## config.mk

```make
export PLATFORM = sky130hd
export DESIGN_NAME = dummy_adc_flat
export DESIGN_NICKNAME = d
export VERILOG_FILES = /design/src/rtl/dummy_adc_if.sv /design/src/rtl/dummy_adc.sv /design/src/flat_wrapper.sv
export SDC_FILE = /design/constraint.sdc
export NUM_CORES = 1
export LEC_CHECK = 0
export ABC_AREA = 1
export CORE_ASPECT_RATIO = 1.75
export CORE_MARGIN = 4
export CORE_UTILIZATION = 55
export DETAILED_ROUTE_END_ITERATION = 12
export DONT_BUFFER_PORTS = 1
export PLACE_DENSITY_LB_ADDON = 0.12
export SYNTH_ARGS = -nofsm -noshare
export SYNTH_HDL_FRONTEND = slang
export SYNTH_SLANG_ARGS = --single-unit
```

## constraint.sdc

```tcl
create_clock -name clk -period 6.65 [get_ports clk]
set_clock_uncertainty 0.2 [all_clocks]
set_input_delay 1.33 -clock clk [delete_from_list [all_inputs] [get_ports clk]]
set_output_delay 1.33 -clock clk [all_outputs]
set_load 0.01 [all_outputs]
```

## src/rtl/dummy_adc_if.sv

```systemverilog
// ============================================================================
// dummy_adc_if : byte-wide capture FIFO write port of the dummy stereo ADC
// Rev 1.0
// ============================================================================
`timescale 1ns/1ps
`default_nettype none

interface dummy_adc_if;
    logic       fifo_clk;
    logic [7:0] fifo_data;
    logic       fifo_write;
    logic       fifo_full;

    modport master (
        output fifo_clk,
        output fifo_data,
        output fifo_write,
        input  fifo_full
    );

    modport slave (
        input  fifo_clk,
        input  fifo_data,
        input  fifo_write,
        output fifo_full
    );
endinterface

`default_nettype wire

```

## src/rtl/dummy_adc.sv

```systemverilog
// ============================================================================
// dummy_adc : deserializes a 16-bit stereo DATA/LRCK/BCK stream and writes
//             each frame as 4 bytes into the slot capture FIFO
// Rev 1.0
// ============================================================================
`timescale 1ns/1ps
`default_nettype none

module dummy_adc #(
    parameter int SYNC_STAGES = 2,
    parameter int COUNT_WIDTH = 16
) (
    input  logic                   clk,
    input  logic                   reset,
    input  logic                   enable,
    input  logic                   direction,
    input  logic [5:0]             slot_data,
    dummy_adc_if.master            fifo,
    output logic [COUNT_WIDTH-1:0] frame_count,
    output logic [COUNT_WIDTH-1:0] overflow_count
);

    localparam logic [0:0] ST_UNSYNC = 1'b0;
    localparam logic [0:0] ST_SYNCED = 1'b1;

    localparam logic [2:0] WR_IDLE = 3'd0;
    localparam logic [2:0] WR_W0   = 3'd1;
    localparam logic [2:0] WR_W1   = 3'd2;
    localparam logic [2:0] WR_W2   = 3'd3;
    localparam logic [2:0] WR_W3   = 3'd4;

    logic                          active;
    logic [SYNC_STAGES-1:0][2:0]   sync_q;
    logic                          data_s, lrck_s, bck_s;
    logic                          bck_prev_q;
    logic                          bck_rise;
    logic                          unused_slot_bits;

    logic                          lrck_prev_q, lrck_prev_d;
    logic [15:0]                   shift_q, shift_d;
    logic [4:0]                    bit_cnt_q, bit_cnt_d;
    logic [15:0]                   closed_word;
    logic [0:0]                    sync_st_q, sync_st_d;
    logic [15:0]                   left_q, left_d;
    logic                          left_valid_q, left_valid_d;
    logic                          frame_ready_q, frame_ready_d;
    logic [31:0]                   frame_q, frame_d;

    logic [2:0]                    wr_st_q, wr_st_d;
    logic [31:0]                   hold_q, hold_d;
    logic [COUNT_WIDTH-1:0]        frame_cnt_q, frame_cnt_d;
    logic [COUNT_WIDTH-1:0]        ovf_cnt_q, ovf_cnt_d;
    logic                          ovf_inc;

    assign active           = enable & direction;
    assign unused_slot_bits = ^slot_data[5:3];
    assign data_s           = sync_q[SYNC_STAGES-1][0];
    assign lrck_s           = sync_q[SYNC_STAGES-1][1];
    assign bck_s            = sync_q[SYNC_STAGES-1][2];
    assign bck_rise         = bck_s & ~bck_prev_q;
    // Left-justify a short word; a 0-bit word shifts out to zero.
    assign closed_word      = shift_q << (5'd16 - bit_cnt_q);

    always_comb begin
        lrck_prev_d   = lrck_prev_q;
        shift_d       = shift_q;
        bit_cnt_d     = bit_cnt_q;
        sync_st_d     = sync_st_q;
        left_d        = left_q;
        left_valid_d  = left_valid_q;
        frame_ready_d = 1'b0;
        frame_d       = frame_q;
        if (bck_rise) begin
            lrck_prev_d = lrck_s;
            if (lrck_s == lrck_prev_q) begin
                if (bit_cnt_q < 5'd16) begin
                    shift_d   = {shift_q[14:0], data_s};
                    bit_cnt_d = bit_cnt_q + 5'd1;
                end
            end else begin
                shift_d   = {15'd0, data_s};
                bit_cnt_d = 5'd1;
                case (sync_st_q)
                    ST_UNSYNC: begin
                        if (lrck_prev_q) begin
                            sync_st_d    = ST_SYNCED;
                            left_valid_d = 1'b0;
                        end
                    end
                    default: begin
                        if (!lrck_prev_q) begin
                            left_d       = closed_word;
                            left_valid_d = 1'b1;
                        end else begin
                            if (left_valid_q) begin
                                frame_ready_d = 1'b1;
                                frame_d       = {closed_word, left_q};
                            end
                            left_valid_d = 1'b0;
                        end
                    end
                endcase
            end
        end
    end

    always_comb begin
        wr_st_d     = wr_st_q;
        hold_d      = hold_q;
        frame_cnt_d = frame_cnt_q;
        ovf_cnt_d   = ovf_cnt_q;
        ovf_inc     = 1'b0;
        case (wr_st_q)
            WR_IDLE: begin
                if (frame_ready_q) begin
                    if (fifo.fifo_full) begin
                        ovf_inc = 1'b1;
                    end else begin
                        hold_d  = frame_q;
                        wr_st_d = WR_W0;
                    end
                end
            end
            WR_W0: if (!fifo.fifo_full) wr_st_d = WR_W1;
            WR_W1: if (!fifo.fifo_full) wr_st_d = WR_W2;
            WR_W2: if (!fifo.fifo_full) wr_st_d = WR_W3;
            WR_W3: begin
                if (!fifo.fifo_full) begin
                    wr_st_d     = WR_IDLE;
                    frame_cnt_d = frame_cnt_q + 1'b1;
                end
            end
            default: wr_st_d = WR_IDLE;
        endcase
        // A frame arriving while a previous one is still being written is lost.
        if (frame_ready_q && (wr_st_q != WR_IDLE)) ovf_inc = 1'b1;
        if (ovf_inc && (ovf_cnt_q != {COUNT_WIDTH{1'b1}})) ovf_cnt_d = ovf_cnt_q + 1'b1;
    end

    always_ff @(posedge clk) begin
        if (reset || !active) begin
            sync_q        <= '0;
            bck_prev_q    <= 1'b0;
            lrck_prev_q   <= 1'b0;
            shift_q       <= '0;
            bit_cnt_q     <= '0;
            sync_st_q     <= ST_UNSYNC;
            left_q        <= '0;
            left_valid_q  <= 1'b0;
            frame_ready_q <= 1'b0;
            frame_q       <= '0;
            wr_st_q       <= WR_IDLE;
            hold_q        <= '0;
            if (reset) begin
                frame_cnt_q <= '0;
                ovf_cnt_q   <= '0;
            end
        end else begin
            sync_q[0] <= slot_data[2:0];
            for (int i = 1; i < SYNC_STAGES; i++) begin
                sync_q[i] <= sync_q[i-1];
            end
            bck_prev_q    <= bck_s;
            lrck_prev_q   <= lrck_prev_d;
            shift_q       <= shift_d;
            bit_cnt_q     <= bit_cnt_d;
            sync_st_q     <= sync_st_d;
            left_q        <= left_d;
            left_valid_q  <= left_valid_d;
            frame_ready_q <= frame_ready_d;
            frame_q       <= frame_d;
            wr_st_q       <= wr_st_d;
            hold_q        <= hold_d;
            frame_cnt_q   <= frame_cnt_d;
            ovf_cnt_q     <= ovf_cnt_d;
        end
    end

    always_comb begin
        case (wr_st_q)
            WR_W0:   fifo.fifo_data = hold_q[7:0];
            WR_W1:   fifo.fifo_data = hold_q[15:8];
            WR_W2:   fifo.fifo_data = hold_q[23:16];
            WR_W3:   fifo.fifo_data = hold_q[31:24];
            default: fifo.fifo_data = 8'h00;
        endcase
    end

    assign fifo.fifo_clk   = clk;
    assign fifo.fifo_write = active & (wr_st_q != WR_IDLE) & ~fifo.fifo_full;
    assign frame_count     = frame_cnt_q;
    assign overflow_count  = ovf_cnt_q;

endmodule

`default_nettype wire

```

## src/flat_wrapper.sv

```systemverilog
// flat-port wrapper written by rule: the top's interface ports become plain ports
module dummy_adc_flat 
#(
    parameter int SYNC_STAGES = 2,
    parameter int COUNT_WIDTH = 16
)
  (clk, reset, enable, direction, slot_data, frame_count, overflow_count, fifo_fifo_clk, fifo_fifo_data, fifo_fifo_write, fifo_fifo_full);
  dummy_adc_if fifo_i ();
  input  logic clk;
  input  logic reset;
  input  logic enable;
  input  logic direction;
  input  logic [5:0] slot_data;
  output logic [COUNT_WIDTH-1:0] frame_count;
  output logic [COUNT_WIDTH-1:0] overflow_count;
  output wire logic [$bits(fifo_i.fifo_clk)-1:0] fifo_fifo_clk;
  output wire logic [$bits(fifo_i.fifo_data)-1:0] fifo_fifo_data;
  output wire logic [$bits(fifo_i.fifo_write)-1:0] fifo_fifo_write;
  input wire logic [$bits(fifo_i.fifo_full)-1:0] fifo_fifo_full;
  assign fifo_fifo_clk = fifo_i.fifo_clk;
  assign fifo_fifo_data = fifo_i.fifo_data;
  assign fifo_fifo_write = fifo_i.fifo_write;
  assign fifo_i.fifo_full = fifo_fifo_full;
  dummy_adc #(.SYNC_STAGES(SYNC_STAGES), .COUNT_WIDTH(COUNT_WIDTH)) u_core (.clk(clk), .reset(reset), .enable(enable), .direction(direction), .slot_data(slot_data), .fifo(fifo_i), .frame_count(frame_count), .overflow_count(overflow_count));
endmodule
```

==> out/metrics.yaml, run 1 <==
drv_slew: 0
synth_edf_count: 32
r2r_end: "u_core.frame_q[21]$_SDFFE_PP0P_"
fin_total_pwr_uw: 1880
drv_cap: 0
min_from: "u_core.sync_q[2]$_SDFF_PP0_"
yosysUniqueCellTypes: 37
clkSinkCount: 147
grt-busiest-layer: "met2"
core_sq_um: 12100
clk_pin_slew_worst_paths_ns: 0.06
power.leakage_uw: 0.00289
nets: 918
min_to: "u_core.bck_s$_SDFF_PP0_"
avgSynthCellArea_sq_um: 7.51
grt_pass1_wl_um: 25200
drt.antenna.violating_nets: 0
hold_path_depth: 2
worstHoldPathType: "register to register"
row_count: 53
yosysWarnings: 0
fp.dieH_um: 156
finalSetupTns_ns: 0
h-tree-depth: 4
antenna_found_initial: 0
routed_wl_um: 14800
synthesis.instances: 920
drive_above_1_share_pct: 7.11
root_buffer: "clkbuf_16"
reg2reg_depth: 8
grt_overflow: 0
wl_per_cell_um: 13.7
synthArstFlopShare_pct: 0
gp_congestion: 0.871
cts_hold_buf: 0
n_antenna_cell: 0
status: "finished, final reports clean"
io_pins: 53
crit_start: "clk"
critPathArrivalTime_ns: 3.33
vias_per_cell: 5.35
grt_pass1_vias: 5346
rsz0062_at_grt: "no"
dr_total_vias: 5770
cts_buffers: 17
cp_max_fo: 2
clk_path_buf_depth: 2
setup_viol: 0
dr.pass1.iters: 7
areaGrowthSynthToFinish_pct: 8.10
grtUsageTotal_pct: 21.0
grt_max_degree: 89
worst_setup_path_start_kind: "clock port"
grt_util_met1_pct: 26.0
post_cts_resized: 0
hold_viol: 0
worstSetupEndpointType: "output pin"
io_buffers: 0
synth_fp_nets: 937
post-cts-setup-buffer-count: 0
tritoncts: "built"
r2r_start: "u_core.bit_cnt_q[0]$_SDFFE_PP0P_"
die_w_um: 92.7
power.density_nw_per_um2: 252
use_met2_pct: 37.1
path_class: "clock port to output pin"
cp.required_ns: 5.12
synth_area_sq_um: 6910
clk_latency_ns: 0.41
ys_seq_elements: 147
relSlewSlack_pct: 51.8
start_util_pct: 56.9
drc: 0
synth_flop_cell: "dfxtp_1"
worst_slew_pin_slew_ns: 0.723
rrSetupSlack_ns: 3.43
synth-seq-area-share_pct: 47.2
vdd_ir_drop_max_v: 0.000187
drt_iter0_drc: 259
die_area_sq_um: 14500
place_hpwl_um: 10200
grtUsageMet3_pct: 3.70
synthesized netlist by cell type, types with 10 or more instances:
cell | n | share of area, %
nand4_1 | 10 | 0.91
buf_2 | 14 | 1.0
clkbuf_1 | 15 | 0.82
dfxtp_1 | 115 | 33
o21ai_0 | 87 | 6.3
nand2_1 | 199 | 11
edfxtp_1 | 32 | 14
nor2_1 | 103 | 5.6
a21oi_1 | 97 | 7.0
inv_1 | 92 | 5.0
nand3_1 | 78 | 5.7
worst max path at each step:
| stage | to | slack, ns | depth (start not counted) |
|---|---|---|---|
| floorplan | fifo_fifo_clk | 1.68 | 1 |
| global placement | fifo_fifo_clk | 1.80 | 0 |
| detailed placement | fifo_fifo_clk | 1.80 | 0 |
| CTS | fifo_fifo_clk | 1.79 | 0 |
| global route | fifo_fifo_clk | 1.79 | 0 |
| finish | fifo_fifo_clk | 1.79 | 0 |
state kept, by name, indices dropped and copies added, names as in the netlist:
signal / flops
u_core.sync_q: 3
u_core.hold_q: 32
u_core.data_s: 1
u_core.left_q: 16
u_core.bit_cnt_q: 5
u_core.sync_st_q: 1
u_core.shift_q: 16
u_core.frame_ready_q: 1
u_core.wr_st_q: 3
u_core.lrck_s: 1
u_core.left_valid_q: 1
u_core.overflow_count: 16
u_core.bck_s: 1
u_core.frame_q: 32
u_core.frame_count: 16
u_core.bck_prev_q: 1
u_core.lrck_prev_q: 1
cells in the final DEF, fill, tap and decap left out, drive strengths merged, types with 2 or more instances in the layout:
master	n
a211oi	2
clkinv	8
buf	4
o2111ai	8
ha	6
clkbuf	18
o211ai	2
o21ai	87
nor2	109
nand4	11
a21oi	100
nor3	9
edfxtp	32
nand3	80
inv	107
xor2	2
nand2	207
dfxtp	115
metal layers:
metal,part of all wire (%),vias up,wire (um)
met2,53,97,7750
met1,43,2656,6280
met5,0,-,0
met4,1.9,0,286
met3,3.0,25,444
li1,-,2992,-
final cells by class:
| type | count | area, sq um |
|---|---|---|
| flip-flops and latches | 147 | 3260 |
| well taps | 165 | 206 |
| inverters | 102 | 385 |
| clock buffers | 18 | 450 |
| fillers | 1124 | 4670 |
| clock inverters | 14 | 116 |
| repair buffers | 4 | 30.0 |
| multi-input cells | 629 | 3010 |
through the flow:
step           std cells  setup WS, ns  area, sq um  utilization (%)  hold slack (ns)
4_1_cts             1079          1.79         7470             61.5            0.210
2_1_floorplan        920          1.68         6910                -            0.194
3_3_place_gp        1047          1.80         6900             56.9            0.196
5_1_grt             1079          1.79         7470             61.5            0.228
6_report            1079          1.79         7470             61.5            0.210
3_5_place_dp        1047          1.80         6900             56.9            0.201
where the power goes:
part	internal (uW)	switching, uW
combinational	9.54	26.5
sequential	921	15.9
clock	512	395
total	1440	437
kinds of logic after synthesis:
family / Yosys count / share of synthesized area (%)
AOI/OAI and AO/OA: 202 / 15.6
DFF: 147 / 47.2
buffers and inverters: 144 / 9.26
and+or+nand+nor: 418 / 26.4
adders and majority gates: 6 / 1.09
xor gates and xnor gates: 3 / 0.381
(Power assumes the default switching activity.)
==> inputs of run 2 (changes only) <==
Clock period 6.65 ns to 4.1 ns, I/O delays scaled along.
==> run 2 against run 1 <==
First-iteration DRC count is 42% higher. Power grew 64%. Worst hold slack is essentially flat. Final cell count is essentially flat. Flip-flop and latch count unchanged.
==> out/metrics.yaml, run 2 (synthesis results as in run 1) <==
drive_above_1_share_pct: 7.21  # was 7.11%
n_antenna_cell: 0  # unchanged
io_pins: 53  # unchanged
worst_setup_path_start_kind: "clock port"  # unchanged
drv_slew: 0  # unchanged
clk_latency_ns: 0.42  # was 0.41 ns
cp.required_ns: 3.08  # was 5.12 ns
grt_pass1_vias: 5372  # was 5346
dr.pass1.iters: 5  # was 7
grt_overflow: 0  # unchanged
dr_total_vias: 5758  # was 5770
clkSinkCount: 147  # unchanged
io_buffers: 0  # unchanged
grtUsageTotal_pct: 21.7  # was 21.0%
grt_pass1_wl_um: 25600  # was 25200 um
worstHoldPathType: "register to register"  # unchanged
layout_commonest_cell: "nand2_1"  # unchanged
row_count: 53  # unchanged
cp_max_fo: 2  # unchanged
power.density_nw_per_um2: 411  # was 252 nW/um^2
crit_start: "clk"  # unchanged
cts_hold_buf: 0  # unchanged
clk_path_buf_depth: 2  # unchanged
clk_pin_slew_worst_paths_ns: 0.06  # about the same
rrSetupSlack_ns: 1.45  # was 3.43 ns
pre_cts_slack_ns: 1.03  # was 1.80 ns
root_buffer: "clkbuf_16"  # unchanged
setup_viol: 0  # unchanged
cts_buffers: 17  # unchanged
die_w_um: 92.7  # unchanged
min_from: "u_core.sync_q[2]$_SDFF_PP0_"  # unchanged
critPathArrivalTime_ns: 2.05  # was 3.33 ns
h-tree-depth: 4  # unchanged
post-cts-setup-buffer-count: 0  # unchanged
drt_iter0_drc: 369  # was 259
hold-worst-slack_ns: 0.210  # about the same
place_hpwl_um: 10200  # about the same
grt_max_degree: 88  # was 89
wl_per_cell_um: 13.8  # was 13.7 um
tritoncts: "built"  # unchanged
vdd_ir_drop_max_v: 0.000313  # was 0.000187 V
drc: 0  # unchanged
antenna_found_initial: 0  # unchanged
drv_cap: 0  # unchanged
relSlewSlack_pct: 52.0  # was 51.8%
min_to: "u_core.bck_s$_SDFF_PP0_"  # unchanged
routed_wl_um: 14900  # was 14800 um
r2r_end: "u_core.overflow_count[9]$_SDFFCE_PP0P_"  # was u_core.frame_q[21]$_SDFFE_PP0P_
rsz0062_at_grt: "no"  # unchanged
gp_congestion: 0.886  # was 0.871
reg.largest.list: "u_core.frame_q x32, u_core.hold_q x32"  # unchanged
finalSetupTns_ns: 0  # unchanged
worst_slew_pin_slew_ns: 0.720  # was 0.723 ns
power.leakage_uw: 0.00290  # was 0.00289 uW
r2r_start: "u_core.overflow_count[0]$_SDFFCE_PP0P_"  # was u_core.bit_cnt_q[0]$_SDFFE_PP0P_
reg2reg_depth: 6  # was 8
areaGrowthSynthToFinish_pct: 8.44  # was 8.10%
status: "finished, final reports clean"  # unchanged
post_cts_resized: 0  # unchanged
hold_viol: 0  # unchanged
start_util_pct: 56.9  # unchanged
die_area_sq_um: 14500  # unchanged
path_class: "clock port to output pin"  # unchanged
drt.antenna.violating_nets: 0  # unchanged
core_sq_um: 12100  # unchanged
layout_setup_ws_ns: 1.03  # was 1.79 ns
nets: 919  # was 918
hold_path_depth: 2  # unchanged
vias_per_cell: 5.33  # was 5.35
worstSetupEndpointType: "output pin"  # unchanged
fp.dieH_um: 156  # unchanged
final_cell_mix: "199 x nand2_1, 115 x dfxtp_1, 103 x nor2_1"  # unchanged
run 2: cell type report:
| class | count | area [sq um] |
|---|---|---|
| clock buffer | 18 | 450 |
| clock inverter | 14 | 133 |
| fill | 1160 | 4650 |
| inverter | 102 | 385 |
| multi-input combinational | 629 | 3010 |
| sequential | 147 | 3260 |
| tap | 165 | 206 |
| timing repair buffer | 5 | 37.5 |
run 2: through the flow:
stage / cell area, sq um / utilization, % / power (uW) / instances
global placement: 6910 / 56.9 / 1610 / 1048
CTS: 7490 / 61.7 / 3110 / 1080
floorplan: 6910 / - / 1610 / 920
global route: 7490 / 61.7 / 3200 / 1080
detailed placement: 6910 / 56.9 / 1610 / 1048
finish: 7490 / 61.7 / 3080 / 1080
run 2: how the worst max path moves through the flow:
stage                     cells after the start  slack (ns)       endpoint
after floorplan                               1        0.91  fifo_fifo_clk
after global placement                        0        1.03  fifo_fifo_clk
after detailed placement                      0        1.03  fifo_fifo_clk
after CTS                                     0        1.03  fifo_fifo_clk
after global routing                          0        1.03  fifo_fifo_clk
final                                         0        1.03  fifo_fifo_clk
run 2: power breakdown:
group / total, uW / switching [uW] / internal [uW]
Combinational: 58.7 / 43.3 / 15.4
Clock: 1500 / 658 / 839
Sequential: 1520 / 25.2 / 1490
Total: 3080 / 727 / 2350
run 2: per-layer routing:
metal / vias to the layer above / track usage, % / wire (um)
li1: 2987 / - / -
met1: 2637 / 26.6 / 6350
met2: 102 / 36.6 / 7720
met3: 32 / 4.67 / 410
met4: 0 / 9.36 / 402
met5: - / 0 / 0
run 2: worst reg2reg max path: stages, from the launching register on:
cell      delay [ns]
edfxtp_1        0.45
ha_1            0.22
nand3_1         0.11
nor3_1          0.43
nand4_1         0.21
o21ai_0         0.20
nand2_1         0.41
